File: src/rtl/cr16_control_fsm.sv
// CR16 fetch/decode/execute controller: fetches over req/valid and drives the ALU controls.
// Latency: 3 cycles per instruction minimum. Stalls in FETCH for as long as instr_valid is low.
module cr16_control_fsm #(
    parameter int                DATA_W   = 16,
    parameter logic [DATA_W-1:0] PC_RESET = 16'h0000
) (
    input  logic              clk,
    input  logic              reset,
    output logic              instr_req,
    output logic [DATA_W-1:0] instr_addr,
    input  logic              instr_valid,
    input  logic [DATA_W-1:0] instr_data,
    input  logic [4:0]        alu_flag,
    input  logic [DATA_W-1:0] alu_result,
    output logic [3:0]        ra,
    output logic [3:0]        rb,
    output logic [DATA_W-1:0] immediate,
    output logic [7:0]        OP,
    output logic              im_mux,
    output logic              pc_mux,
    output logic              regwrt,
    output logic [DATA_W-1:0] pc,
    output logic [4:0]        flag_reg
);

    typedef enum logic [1:0] {
        S_INIT    = 2'd0,
        S_FETCH   = 2'd1,
        S_DECODE  = 2'd2,
        S_EXECUTE = 2'd3
    } state_t;

    state_t            state_q;
    logic              instr_req_q;
    logic [DATA_W-1:0] ir_q;
    logic [DATA_W-1:0] pc_q;
    logic [3:0]        ra_q;
    logic [3:0]        rb_q;
    logic [DATA_W-1:0] imm_q;
    logic [7:0]        op_q;
    logic              im_mux_q;
    logic              pc_mux_q;
    logic              regwrt_q;
    logic [4:0]        flag_q;

    logic [3:0]        opc;
    logic [3:0]        ext;
    logic [3:0]        cond;
    logic [DATA_W-1:0] sext_imm;
    logic [DATA_W-1:0] dec_imm_d;
    logic [7:0]        dec_op_d;
    logic              dec_im_d;
    logic              dec_pcm_d;
    logic              dec_wr_d;
    logic              dec_setf_d;
    logic              dec_br_d;
    logic              taken;

    // The instruction register is held through EXECUTE, so decode stays combinational off it.
    always_comb begin
        opc        = ir_q[15:12];
        ext        = ir_q[7:4];
        cond       = ir_q[11:8];
        sext_imm   = {{8{ir_q[7]}}, ir_q[7:0]};
        dec_imm_d  = '0;
        dec_op_d   = 8'h00;
        dec_im_d   = 1'b0;
        dec_pcm_d  = 1'b0;
        dec_wr_d   = 1'b0;
        dec_setf_d = 1'b0;
        dec_br_d   = 1'b0;
        case (opc)
            4'h0: begin
                dec_op_d = {4'h0, ext};
                case (ext)
                    4'h1, 4'h2, 4'h3, 4'h5, 4'h9: begin
                        dec_wr_d   = 1'b1;
                        dec_setf_d = 1'b1;
                    end
                    4'hB:    dec_setf_d = 1'b1;
                    default: ;
                endcase
            end
            4'h1, 4'h2, 4'h3: begin
                dec_imm_d  = {8'h00, ir_q[7:0]};
                dec_op_d   = {opc, 4'h0};
                dec_im_d   = 1'b1;
                dec_wr_d   = 1'b1;
                dec_setf_d = 1'b1;
            end
            4'h5, 4'h9, 4'hB: begin
                dec_imm_d  = sext_imm;
                dec_op_d   = {opc, 4'h0};
                dec_im_d   = 1'b1;
                dec_wr_d   = (opc != 4'hB);
                dec_setf_d = 1'b1;
            end
            4'hC: begin
                dec_imm_d = sext_imm;
                dec_op_d  = 8'h50;
                dec_im_d  = 1'b1;
                dec_pcm_d = 1'b1;
                dec_br_d  = 1'b1;
            end
            default: ;
        endcase
        // Condition reads flag_q as left by the previous flag-setting instruction.
        taken = dec_br_d && (((cond == 4'h0) && flag_q[3]) ||
                             ((cond == 4'h1) && !flag_q[3]) ||
                              (cond == 4'hE));
    end

    always_ff @(posedge clk or negedge reset) begin
        if (!reset) begin
            state_q     <= S_INIT;
            instr_req_q <= 1'b0;
            ir_q        <= '0;
            pc_q        <= PC_RESET;
            ra_q        <= '0;
            rb_q        <= '0;
            imm_q       <= '0;
            op_q        <= '0;
            im_mux_q    <= 1'b0;
            pc_mux_q    <= 1'b0;
            regwrt_q    <= 1'b0;
            flag_q      <= '0;
        end else begin
            case (state_q)
                S_INIT: begin
                    instr_req_q <= 1'b1;
                    state_q     <= S_FETCH;
                end
                S_FETCH: begin
                    if (instr_valid) begin
                        ir_q        <= instr_data;
                        instr_req_q <= 1'b0;
                        state_q     <= S_DECODE;
                    end
                end
                S_DECODE: begin
                    ra_q     <= ir_q[11:8];
                    rb_q     <= ir_q[3:0];
                    imm_q    <= dec_imm_d;
                    op_q     <= dec_op_d;
                    im_mux_q <= dec_im_d;
                    pc_mux_q <= dec_pcm_d;
                    regwrt_q <= dec_wr_d;
                    state_q  <= S_EXECUTE;
                end
                S_EXECUTE: begin
                    regwrt_q <= 1'b0;
                    if (dec_setf_d) begin
                        flag_q <= alu_flag;
                    end
                    pc_q        <= taken ? alu_result : pc_q + 16'd1;
                    instr_req_q <= 1'b1;
                    state_q     <= S_FETCH;
                end
                default: state_q <= S_INIT;
            endcase
        end
    end

    assign instr_req  = instr_req_q;
    assign instr_addr = pc_q;
    assign pc         = pc_q;
    assign ra         = ra_q;
    assign rb         = rb_q;
    assign immediate  = imm_q;
    assign OP         = op_q;
    assign im_mux     = im_mux_q;
    assign pc_mux     = pc_mux_q;
    assign regwrt     = regwrt_q;
    assign flag_reg   = flag_q;

endmodule

File: config.mk
export PLATFORM = sky130hd
export DESIGN_NAME = cr16_control_fsm
export DESIGN_NICKNAME = d
export VERILOG_FILES = /design/src/rtl/cr16_control_fsm.sv
export SDC_FILE = /design/constraint.sdc
export NUM_CORES = 1
export LEC_CHECK = 0
export BUFFER_PORTS_ARGS = -buffer_cell sky130_fd_sc_hd__buf_2
export CAP_MARGIN = 25
export CORE_ASPECT_RATIO = 2
export CORE_MARGIN = 2
export CORE_UTILIZATION = 46
export DETAILED_ROUTE_END_ITERATION = 8
export PLACE_DENSITY = 0.82
export SLEW_MARGIN = 30
export SYNTH_ARGS = -nofsm -noshare
export SYNTH_HDL_FRONTEND = slang
export SYNTH_SLANG_ARGS = --single-unit
File: constraint.sdc
create_clock -name clk -period 1.62 [get_ports clk]
set_input_delay 0.243 -clock clk [delete_from_list [all_inputs] [get_ports clk]]
set_output_delay 0.243 -clock clk [all_outputs]
set_load 0.005 [all_outputs]
# Word level (Yosys, flattened, before mapping)

Cells that the tools add are included.

Input port bits: 40
Register bits: 75
Output and inout port bits: 73

Muxes and demuxes: 14
Add/subtract/negate cells: 1
Reductions and logical operators: 22
Eq/ne operators: 20

Operators by type and width:

| kind                  | count |
|---|---|
| $pmux 16 s2           | 1 |
| $eq 4x4->1 const B    | 6 |
| $pmux 8 s3            | 1 |
| $add 16x1->16 const B | 1 |
| $eq 4x2->1 const B    | 4 |
| $mux 16               | 1 |
| $eq 4x1->1 const B    | 3 |
| $reduce_or 6->1       | 2 |
| $eq 4x3->1 const B    | 2 |
| $logic_not 4->1       | 2 |
| $reduce_or 7->1       | 1 |
| $pmux 1 s2            | 3 |
| $pmux 2 s3            | 1 |
| $reduce_and 2->1      | 3 |
| $reduce_or 3->1       | 2 |
| $mux 1                | 5 |
| $reduce_or 5->1       | 1 |
| $eq 2x2->1 const B    | 2 |
| $ne 4x4->1 const B    | 1 |
| $reduce_bool 2->1     | 2 |
| $reduce_or 4->1       | 1 |
| $logic_and 1x1->1     | 3 |
| $pmux 1 s3            | 1 |
| $eq 2x1->1 const B    | 1 |
| other kinds (6)       | 7 |

# Longest topological paths before layout

Gate-level depths: netlist of the first run.

Depth after elaboration: 6
Gate-level depth with buffers: 8
Depth with buffers taken out: 6

# Least setup slack after synthesis of the first run

Ideal clock, no wire load.

Path type: reg2reg
Start: register state_q[0]
End: register ir_q[1]
Data required time: 1.495 ns
Stages on the path, launching flop included: 5
Path buffers: 1
Arrival time: 1.540 ns
Slack: -0.045 ns
Cell sequence: dfrtp_1 > ha_1 > nand2_1 > clkbuf_1 > mux2_2

Word-level cells in the longest chain between the ends: 2

Ends and longest elaborated chain:

| item                       | line | source |
|---|---|---|
| start, declared            | 33   | `state_t state_q;` |
| start signal, assigned     | 115  | `state_q <= S_INIT;` |
| start signal, assigned     | 131  | `state_q <= S_FETCH;` |
| start signal, assigned     | 137  | `state_q <= S_DECODE;` |
| $eq 2x1->1                 | 128  | `case (state_q)` |
| $reduce_and 2->1 (no line) | n/a  |  |
| end signal, assigned       | 135  | `ir_q <= instr_data;` |
| end, declared              | 35   | `logic [DATA_W-1:0] ir_q;` |

No other way between the ends.
A chain may end at the register's enable or synchronous reset.

# Final worst setup path of the first run

Start: register ir_q[9]
End: register pc_q[14] (netlist: instr_addr[14])

Word-level cells in the longest chain between the ends: 6
Elaborated cells on any way between the ends: 9
Those cells by class: eq/ne (2); mux (1); reduce/logical (6)

Ends and longest elaborated chain:

| item                                          | line     | source |
|---|---|---|
| $eq 4x1->1 or $logic_not 4->1 (tied branches) | 109, 108 |  |
| $logic_and 1x1->1, on equally long branches   | 109, 108 |  |
| $logic_or 1x1->1                              | 108      | `taken = dec_br_d && (((cond == 4'h0) && flag_q[3]) \|\|` |
| $logic_or 1x1->1 (*)                          | 109      | `((cond == 4'h1) && !flag_q[3]) \|\|` |
| $logic_and 1x1->1 (*)                         | 108      |  |
| $mux 16 (*)                                   | 155      | `pc_q <= taken ? alu_result : pc_q + 16'd1;` |
| end signal, assigned                          | 155      |  |
| end, declared                                 | 36       | `logic [DATA_W-1:0] pc_q;` |

Mark *: on every way between the ends. The rest lies on a longest branch, timed or not.

==> results of run 1 <==
==> synthesized netlist by cell type, types with 4 or more instances <==
cell       count
a31oi_1        4
mux2i_1        6
nor2_1        14
a22o_1        12
buf_4         23
dfrtp_1       68
o21ai_0       10
buf_6          4
nor3_1         6
a22oi_1        4
nand2_1       19
nand2b_1       7
a2bb2oi_1      5
buf_2          5
clkbuf_1       5
nand4_1        4
ha_1           5
a21oi_1       14
nand3_1       12
inv_1         12
mux2_2        26
==> layout make-up <==
class / count / area, um^2 / share of cell area
flip-flops and latches: 68 / 1700 / 0.379
clock inverters: 2 / 12.5 / 0.00278
multi-input cells: 191 / 1430 / 0.317
well taps: 92 / 115 / 0.0256
repair buffers: 154 / 936 / 0.208
clock buffers: 11 / 253 / 0.0562
inverters: 13 / 50.0 / 0.0111
==> metrics by stage <==
step / TNS [ns] / util
after floorplan: 0 / -
after global placement: 0 / 0.574
after detailed placement: -0.0125 / 0.574
after CTS: -0.00425 / 0.613
after global routing: -0.849 / 0.623
final: -0.0215 / 0.623
==> path summary, 6_finish.rpt <==
| check | from | endpoint | slack (ns) | cells after the start |
|---|---|---|---|---|
| setup reg to reg | ir_q[9] | instr_addr[14] | -0.01 | 6 |
| max in group asynchronous | reset | ir_q[9] | 0.68 | 3 |
| hold reg to reg | OP[6] | OP[6] | 0.49 | 2 |
| min in group asynchronous | reset | immediate[4] | 0.42 | 2 |
| hold / removal | instr_data[15] | ir_q[15] | 0.14 | 2 |
| setup / recovery | ir_q[9] | instr_addr[14] | -0.01 | 6 |
==> where the power goes <==
| part | leakage, nW | internal, mW | switching (mW) | total (mW) |
|---|---|---|---|---|
| logic | 1.28 | 2.18 | 1.86 | 4.04 |
| clock network | 0.129 | 1.09 | 0.666 | 1.75 |
| registers | 0.812 | 2.46 | 0.667 | 3.13 |
| total | 2.23 | 5.73 | 3.19 | 8.92 |
==> worst max-delay path, delay by kind of cell (launching register included) <==
kind	cells	cell delay [ns]
flops	1	0.39
buf+inv	1	0.16
compound gates	1	0.13
simple gates	4	0.88
==> cell families (layout without fill, tap and decap cells) <==
| group | count (synthesis) | in the layout | share of synthesized area |
|---|---|---|---|
| compound gates | 72 | 72 | 0.154 |
| xor+xnor | 1 | 1 | 0.00258 |
| fa+ha+maj | 5 | 5 | 0.0184 |
| buf+inv | 51 | 180 | 0.0924 |
| flops | 68 | 68 | 0.501 |
| mux | 35 | 35 | 0.114 |
| simple gates | 78 | 78 | 0.119 |
==> routing by layer <==
metal / track usage / up-vias / wire (um)
met5: 0 / - / 0
met4: 0.124 / 0 / 327
met3: 0.0477 / 24 / 296
met2: 0.363 / 82 / 4500
met1: 0.218 / 1374 / 3040
li1: - / 1344 / -
==> timing repair <==
action | CTS | global route
setup buffers | 1 | 3
endpoints found under the hold margin | 17 | 0
hold buffers | 1 | 0
pin swaps | 2 | 4
resized for setup | 0 | 13
endpoints found under the setup margin | 1 | 26
==> results.ini, run 1 <==
[sta]
hold_viol_final=0
whs_ns=0.142
fin_skew_ns=0.00462
finalWorstSetupSlack_ns=-0.0118
slew_viol_final=0
fin_crit_sh=1.01
setup_viol=3
fmax_ghz=0.613
slew_headroom=0.680
worst_pin_slew_ns=0.480
rsz0062_at_grt=true
post-route-min-period_ns=1.63

[global_route]
grt_max_degree=31
grt_pass1_vias=2812
grt_use_total=0.207
grt_pass1_wl_mm=13.0
grt_overflow=0
antenna_found_initial=0

[drt]
drt_wl_total_mm=8.16
via_per_inst=5.32
num_vias=2824
antenna_left=0
dr.pass1.iters=4
routedWlPerCell_um=15.4
remaining_drc_errors=0
drt_iter0_drc=190

[clocking]
cts_made_buffers=9
cts_num_sinks=68
root_buffer=clkbuf_16
clock_latency_ns=0.33
clk_pin_slew_ns=0.05
cts_buffer_depth=2
cts_htree_levels=3
cts_tree=yes

[power_and_ir_drop]
worst_ir_drop_vdd_mv=1.07
power_density_mw_per_mm2=1980
total_power_mw=8.92
leakage_nw=2.23

[setup_path]
cpMaxStageDelayCell=or4_1
critPathRequiredTime_ns=1.88
crit_path_end_kind=register
cp.arrival_ns=1.89
cp-start-kind=register
max_stage_delay_ns=0.50
path_cells=and4b_1 > a21oi_2 > nor2_1 > buf_4 > or4_1 > nand3_1
critical_path_class=register to register
cp_max_fo=8

[yosys]
netlist_top_cells_area=dfrtp_1 50%, mux2_2 8.6%, buf_4 5.1%
synth-edff-count=0
synth-seq-cells=68
syn_inst=310
yosysTopAreaCell=dfrtp_1
syn_area_mm2=0.00340
synth.distinct_cells=54
synth_area_per_cell_um2=11.0
synth_seq_area_share=0.501
syn_nets=355
synthArstFlopShare=1.00
synth-main-ff-cell=dfrtp_1
synth.top_cell.area_share=0.501
ys_warn_count=0

[run]
maxCapViolations=0

[final_layout]
design_area_mm2=0.00450
area_growth_pct=32.3
diodes=0
fin_cells=531
drive_gt1_frac=0.483
nFillCells=581
final_common_cell=buf_2
fin_nets=482
layout_common_cells=112 x buf_2, 67 x dfrtp_1, 35 x buf_4, 24 x mux2_2, 19 x nand2_1

[place]
post-place-cells=513
numPortBuffers=112
place_congestion=0.840
place_area_mm2=0.00414
post-dp-hpwl_mm=6.06
pre_cts_ws_ns=-0.0125

[floorplan]
die_x_um=64.8
core_area_mm2=0.00721
num_rows=44
dieHeight_um=126
die-area_mm2=0.00813
start_util=0.471
io_pins=113

[hold_path]
hp-class=input port to register

[run_status]
failed_checks=setup timing
status=finished, violations left

Note: power is estimated with default switching activity, not from simulation.
==> run 2, diff against run 1 <==
RECOVER_POWER = 100   (was not set)
==> run 2 against run 1 <==
Effect of this change:
- the flow still finishes with violations (setup timing)
- via count rose by 0.99%
- global-route usage did not move
- total power fell by 1.7%
- largest power group unchanged
- setup slack got worse by 0.0012 ns
- die area did not move
- critical path depth did not move
- flip-flop and latch count did not move
- largest cell class unchanged
- sequential power barely moved
- clock power barely moved
==> results.ini, run 2 (synthesis gave the netlist of run 1 again) <==
[clocking]
cts_tree=yes
cts_htree_levels=3  ; unchanged
clock_latency_ns=0.33  ; about the same
clk_pin_slew_ns=0.05  ; about the same
cts_made_buffers=9  ; unchanged
cts_buffer_depth=2  ; unchanged
cts_num_sinks=68  ; unchanged
root_buffer=clkbuf_16

[global_route]
grt_max_degree=31  ; unchanged
grt_overflow=0  ; unchanged
grt_pass1_vias=2812  ; unchanged
antenna_found_initial=0  ; unchanged
grt_use_total=0.207  ; unchanged
grt_pass1_wl_mm=13.0  ; unchanged

[sta]
rsz0062_at_grt=true
post-route-min-period_ns=1.63  ; +0.00119 ns
fin_crit_sh=1.01  ; about the same
finalWorstSetupSlack_ns=-0.0130  ; -0.00119 ns
hold_viol_final=0  ; unchanged
setup_viol=4  ; +1
worst_pin_slew_ns=0.562  ; +0.0821 ns
fin_skew_ns=0.00650  ; +0.00187 ns
slew_viol_final=0  ; unchanged
slew_headroom=0.625  ; -0.0547
fmax_ghz=0.612  ; about the same
whs_ns=0.141  ; -0.00111 ns

[setup_path]
crit_path_end_kind=register
cp_max_fo=8  ; unchanged
cp_num_buf_inv=1  ; unchanged
critical_path_class=register to register
regToRegStartpoint=ir_q[9]
max_stage_delay_ns=0.50  ; about the same
cpMaxStageDelayCell=or4_1
crit_start=ir_q[9]
cp.arrival_ns=1.89  ; about the same
cp-start-kind=register
critPathRequiredTime_ns=1.88  ; about the same
path_cells=and4b_1 > a21oi_2 > nor2_1 > buf_4 > or4_1 > nand3_1
crit_family=simple AND/OR/NAND/NOR gates

[drt]
drt_wl_total_mm=8.16  ; about the same
num_vias=2852  ; +0.99%
routedWlPerCell_um=15.4  ; about the same
via_per_inst=5.37  ; +0.99%
dr.pass1.iters=4  ; unchanged
remaining_drc_errors=0  ; unchanged
drt_iter0_drc=195  ; +2.6%
antenna_left=0  ; unchanged

[floorplan]
num_rows=44  ; unchanged
die_x_um=64.8  ; unchanged
start_util=0.471  ; unchanged
dieHeight_um=126  ; unchanged
io_pins=113  ; unchanged
core_area_mm2=0.00721  ; unchanged
die-area_mm2=0.00813  ; unchanged

[power_and_ir_drop]
worst_ir_drop_vdd_mv=1.07  ; -0.55%
leakage_nw=2.12  ; -4.8%
power_density_mw_per_mm2=1990  ; +0.49%

[place]
place_area_mm2=0.00414  ; unchanged
post-dp-hpwl_mm=6.06  ; unchanged
place_congestion=0.840  ; unchanged
numPortBuffers=112  ; unchanged

[run_status]
status=finished, violations left
failed_checks=setup timing

[final_layout]
area_growth_pct=29.4
final_common_cell=buf_2
diodes=0  ; unchanged
design_area_mm2=0.00440  ; -2.2%
fin_nets=482  ; unchanged
drive_gt1_frac=0.412  ; -0.0706
nFillCells=608  ; +4.6%
layout_common_cells=85 x buf_2, 68 x dfrtp_1, 29 x clkbuf_1, 26 x buf_4, 24 x mux2_2

[run]
maxCapViolations=0  ; unchanged

[hold_path]
hp-class=input port to register
hold_start=instr_data[15]

-- run 2: where the power goes --
| group | switching, mW | leakage [nW] | internal, mW |
|---|---|---|---|
| logic | 1.85 | 1.18 | 2.03 |
| clock network | 0.668 | 0.129 | 1.09 |
| registers | 0.671 | 0.813 | 2.46 |
-- run 2: per-layer routing --
layer	vias to the layer above	track usage	wire length, um
met2	89	0.363	4510
met1	1393	0.218	3010
met3	22	0.0477	338
met4	0	0.124	306
met5	-	0	0
li1	1348	-	-
-- run 2: area by class of cell --
class	instances	area (um^2)	area share
clock buffers	11	253	0.0575
clock inverters	2	12.5	0.00284
inverters	13	50.0	0.0114
multi-input cells	191	1420	0.324
flip-flops and latches	68	1700	0.387
well taps	92	115	0.0262
repair buffers	154	842	0.191
-- run 2: worst paths after layout --
check | to | slack (ns) | depth (start not counted)
hold reg to reg | OP[6] | 0.50 | 2
min in group asynchronous | immediate[4] | 0.40 | 2
hold / removal | ir_q[15] | 0.14 | 2
setup reg to reg | instr_addr[14] | -0.01 | 6
max in group asynchronous | instr_addr[11] | 0.31 | 3
setup / recovery | instr_addr[14] | -0.01 | 6
-- run 2: worst reg2reg max path: stages (launching register included) --
cell and delay (ns):
dfrtp_1 0.39, and4b_1 0.21, a21oi_2 0.13, nor2_1 0.07, buf_4 0.16, or4_1 0.50, nand3_1 0.10
-- run 2: repair_timing --
action | in CTS | in global routing
pin swaps | 2 | 4
buffers inserted | 1 | 3
setup endpoints to repair | 1 | 26
endpoints found under the hold margin | 17 | 0
hold buffers | 1 | 0
resized for setup | 0 | 13
-- run 2: stage by stage --
| step | instances | total power, mW | utilization | setup slack [ns] | TNS [ns] |
|---|---|---|---|---|---|
| CTS | 528 | 8.75 | 0.613 | -0.00425 | -0.00425 |
| floorplan | 310 | 5.43 | - | 0.00229 | 0 |
| detailed placement | 513 | 6.95 | 0.574 | -0.0125 | -0.0125 |
| global placement | 513 | 6.79 | 0.574 | 0.00129 | 0 |
| global route | 531 | 9.37 | 0.610 | -0.0936 | -1.91 |
| finish | 531 | 8.77 | 0.610 | -0.0130 | -0.0305 |
==> run 3, diff against run 2 <==
==> constraint.sdc (replaced) <==
create_clock -name clk -period 1.62 [get_ports clk]
set_input_delay 0.081 -clock clk [delete_from_list [all_inputs] [get_ports clk]]
set_output_delay 0.081 -clock clk [all_outputs]
set_load 0.005 [all_outputs]
==> run 3 against run 2 <==
Effect of this change:
- the flow still finishes with violations (setup timing)
- via count up 6.3%
- total power up 8.5%
- combinational power up 9.8%
- clock-buffer cell count up 2
- routed wire length up 14%
- register-to-register slack worse by 0.04 ns
- clock skew down 0.0026 ns
- sequential power up 2%
- die area unchanged
- core utilization up 6.1 points
- flip-flop and latch count unchanged
- critical path type unchanged
- largest cell class unchanged
==> results.ini, run 3 (synthesis gave the netlist of run 1 again) <==
[final_layout]
design_area_mm2=0.00484  ; +10%
final_common_cell=buf_2
nFillCells=541  ; -11%
area_growth_pct=42.5
fin_nets=505  ; +4.8%
drive_gt1_frac=0.473  ; +0.0608
diodes=0  ; unchanged
layout_common_cells=92 x buf_2, 62 x dfrtp_1, 38 x buf_4, 24 x mux2_2, 20 x clkbuf_1

[power_and_ir_drop]
power_density_mw_per_mm2=1970  ; -1.4%
total_power_mw=9.52  ; +8.5%
leakage_nw=2.29  ; +8.2%
worst_ir_drop_vdd_mv=0.996  ; -6.8%

[global_route]
grt_use_total=0.218  ; +0.0104
grt_max_degree=39  ; +26%
grt_pass1_vias=2938  ; +4.5%
grt_overflow=0  ; unchanged
grt_pass1_wl_mm=13.6  ; +5.0%
antenna_found_initial=0  ; unchanged

[sta]
hold_viol_final=0  ; unchanged
slew_viol_final=0  ; unchanged
fin_skew_ns=0.00391  ; -0.00259 ns
slew_headroom=0.504  ; -0.121
post-route-min-period_ns=1.67  ; +0.0401 ns
fmax_ghz=0.598  ; -2.4%
finalWorstSetupSlack_ns=-0.0530  ; -0.0401 ns
setup_viol=1  ; -3
rsz0062_at_grt=true
fin_crit_sh=1.03  ; +0.0247
whs_ns=0.00701  ; -0.134 ns
worst_pin_slew_ns=0.744  ; +0.182 ns

[setup_path]
cp.arrival_ns=1.94  ; +0.05 ns
critPathRequiredTime_ns=1.89  ; about the same
cp_max_fo=5  ; -3
critical_path_class=register to register
cp-start-kind=register
crit_path_end_kind=register
reg2reg_slack_ns=-0.05  ; -0.04 ns

[place]
place_area_mm2=0.00412  ; -0.48%
post-dp-hpwl_mm=6.21  ; +2.4%
place_congestion=0.813  ; -3.2%
numPortBuffers=112  ; unchanged
pre_cts_ws_ns=-0.0512  ; -0.0386 ns

[drt]
num_vias=3033  ; +6.3%
drt_iter0_drc=233  ; +19%
via_per_inst=5.45  ; +1.4%
routedWlPerCell_um=16.7  ; +8.4%
drt_wl_total_mm=9.28  ; +14%
dr.pass1.iters=5  ; +1
remaining_drc_errors=0  ; unchanged
antenna_left=0  ; unchanged

[floorplan]
io_pins=113  ; unchanged
die_x_um=64.8  ; unchanged
die-area_mm2=0.00813  ; unchanged
dieHeight_um=126  ; unchanged
num_rows=44  ; unchanged
start_util=0.471  ; unchanged
core_area_mm2=0.00721  ; unchanged

[clocking]
cts_num_sinks=68  ; unchanged
cts_made_buffers=9  ; unchanged
cts_buffer_depth=2  ; unchanged
clock_latency_ns=0.33  ; about the same
cts_htree_levels=3  ; unchanged
cts_tree=yes
root_buffer=clkbuf_16
clk_pin_slew_ns=0.05  ; about the same

[run_status]
status=finished, violations left
failed_checks=setup timing

[run]
maxCapViolations=0  ; unchanged

[hold_path]
hp-class=input port to register

-- run 3: changes by cell type in the layout (fill, tap and decap cells not counted), moves of 2 or more --
cell and delta:
buf_2 +7, clkbuf_1 -9, nor3_1 -2, nand3_1 -2, dfrtp_2 +6, dfrtp_1 -6, ha_2 +2, ha_1 -2
buf_4 +12, clkbuf_2 -5, nor3_2 +2, clkbuf_8 +2, dlygate4sd3_1 +17, clkbuf_4 -3
-- run 3: worst max-delay path, stage by stage, from the launching register on --
cell and delay [ns]:
dfrtp_1 0.42, ha_2 0.24, nand3_2 0.14, nor2_4 0.14, nand4_1 0.14, or4_4 0.44
nand3_2 0.09
-- run 3: path summary, 6_finish.rpt --
| path | endpoint | cells after the start | from |
|---|---|---|---|
| min reg2reg | im_mux | 1 | im_mux |
| max in group asynchronous | instr_addr[3] | 3 | reset |
| min in group asynchronous | immediate[2] | 2 | reset |
| max | instr_addr[14] | 6 | instr_addr[0] |
| min | flag_reg[3] | 2 | alu_flag[3] |
| max reg2reg | instr_addr[14] | 6 | instr_addr[0] |
-- run 3: power by group --
| part | internal, mW | switching [mW] | leakage [nW] | total, mW |
|---|---|---|---|---|
| combinational | 2.26 | 2.01 | 1.33 | 4.27 |
| sequential | 2.47 | 0.722 | 0.808 | 3.19 |
| clock | 1.36 | 0.697 | 0.158 | 2.05 |
-- run 3: area by class of cell --
| class | instances | area (um^2) | share of cell area |
|---|---|---|---|
| multi-input combinational | 191 | 1520 | 0.313 |
| clock inverter | 3 | 42.5 | 0.00879 |
| clock buffer | 13 | 280 | 0.0579 |
| timing repair buffer | 177 | 1130 | 0.233 |
| tap | 92 | 115 | 0.0238 |
| inverter | 13 | 50.0 | 0.0103 |
| sequential | 68 | 1710 | 0.353 |
-- run 3: metal layers --
layer  up-vias  global-route usage  wire [um]
met5         -                   0          0
met4         0               0.126        255
met3        20              0.0423        429
met2       108               0.388       5250
met1      1507               0.230       3340
li1       1398                   -          -
-- run 3: repair_timing --
item                                    CTS  global route
setup buffers                             2             8
endpoints found under the setup margin    4            30
endpoints found under the hold margin    29             0
pin swaps                                 1            12
gates resized for setup                   1            38
gates cloned                              0             1
hold buffers                             18             0
-- run 3: per-stage QoR --
step	setup TNS, ns	utilization	instances
finish	-0.0530	0.671	557
global route	-0.685	0.671	557
CTS	-0.00672	0.643	548
detailed placement	-0.0534	0.571	512
global placement	0	0.571	512
floorplan	0	-	310
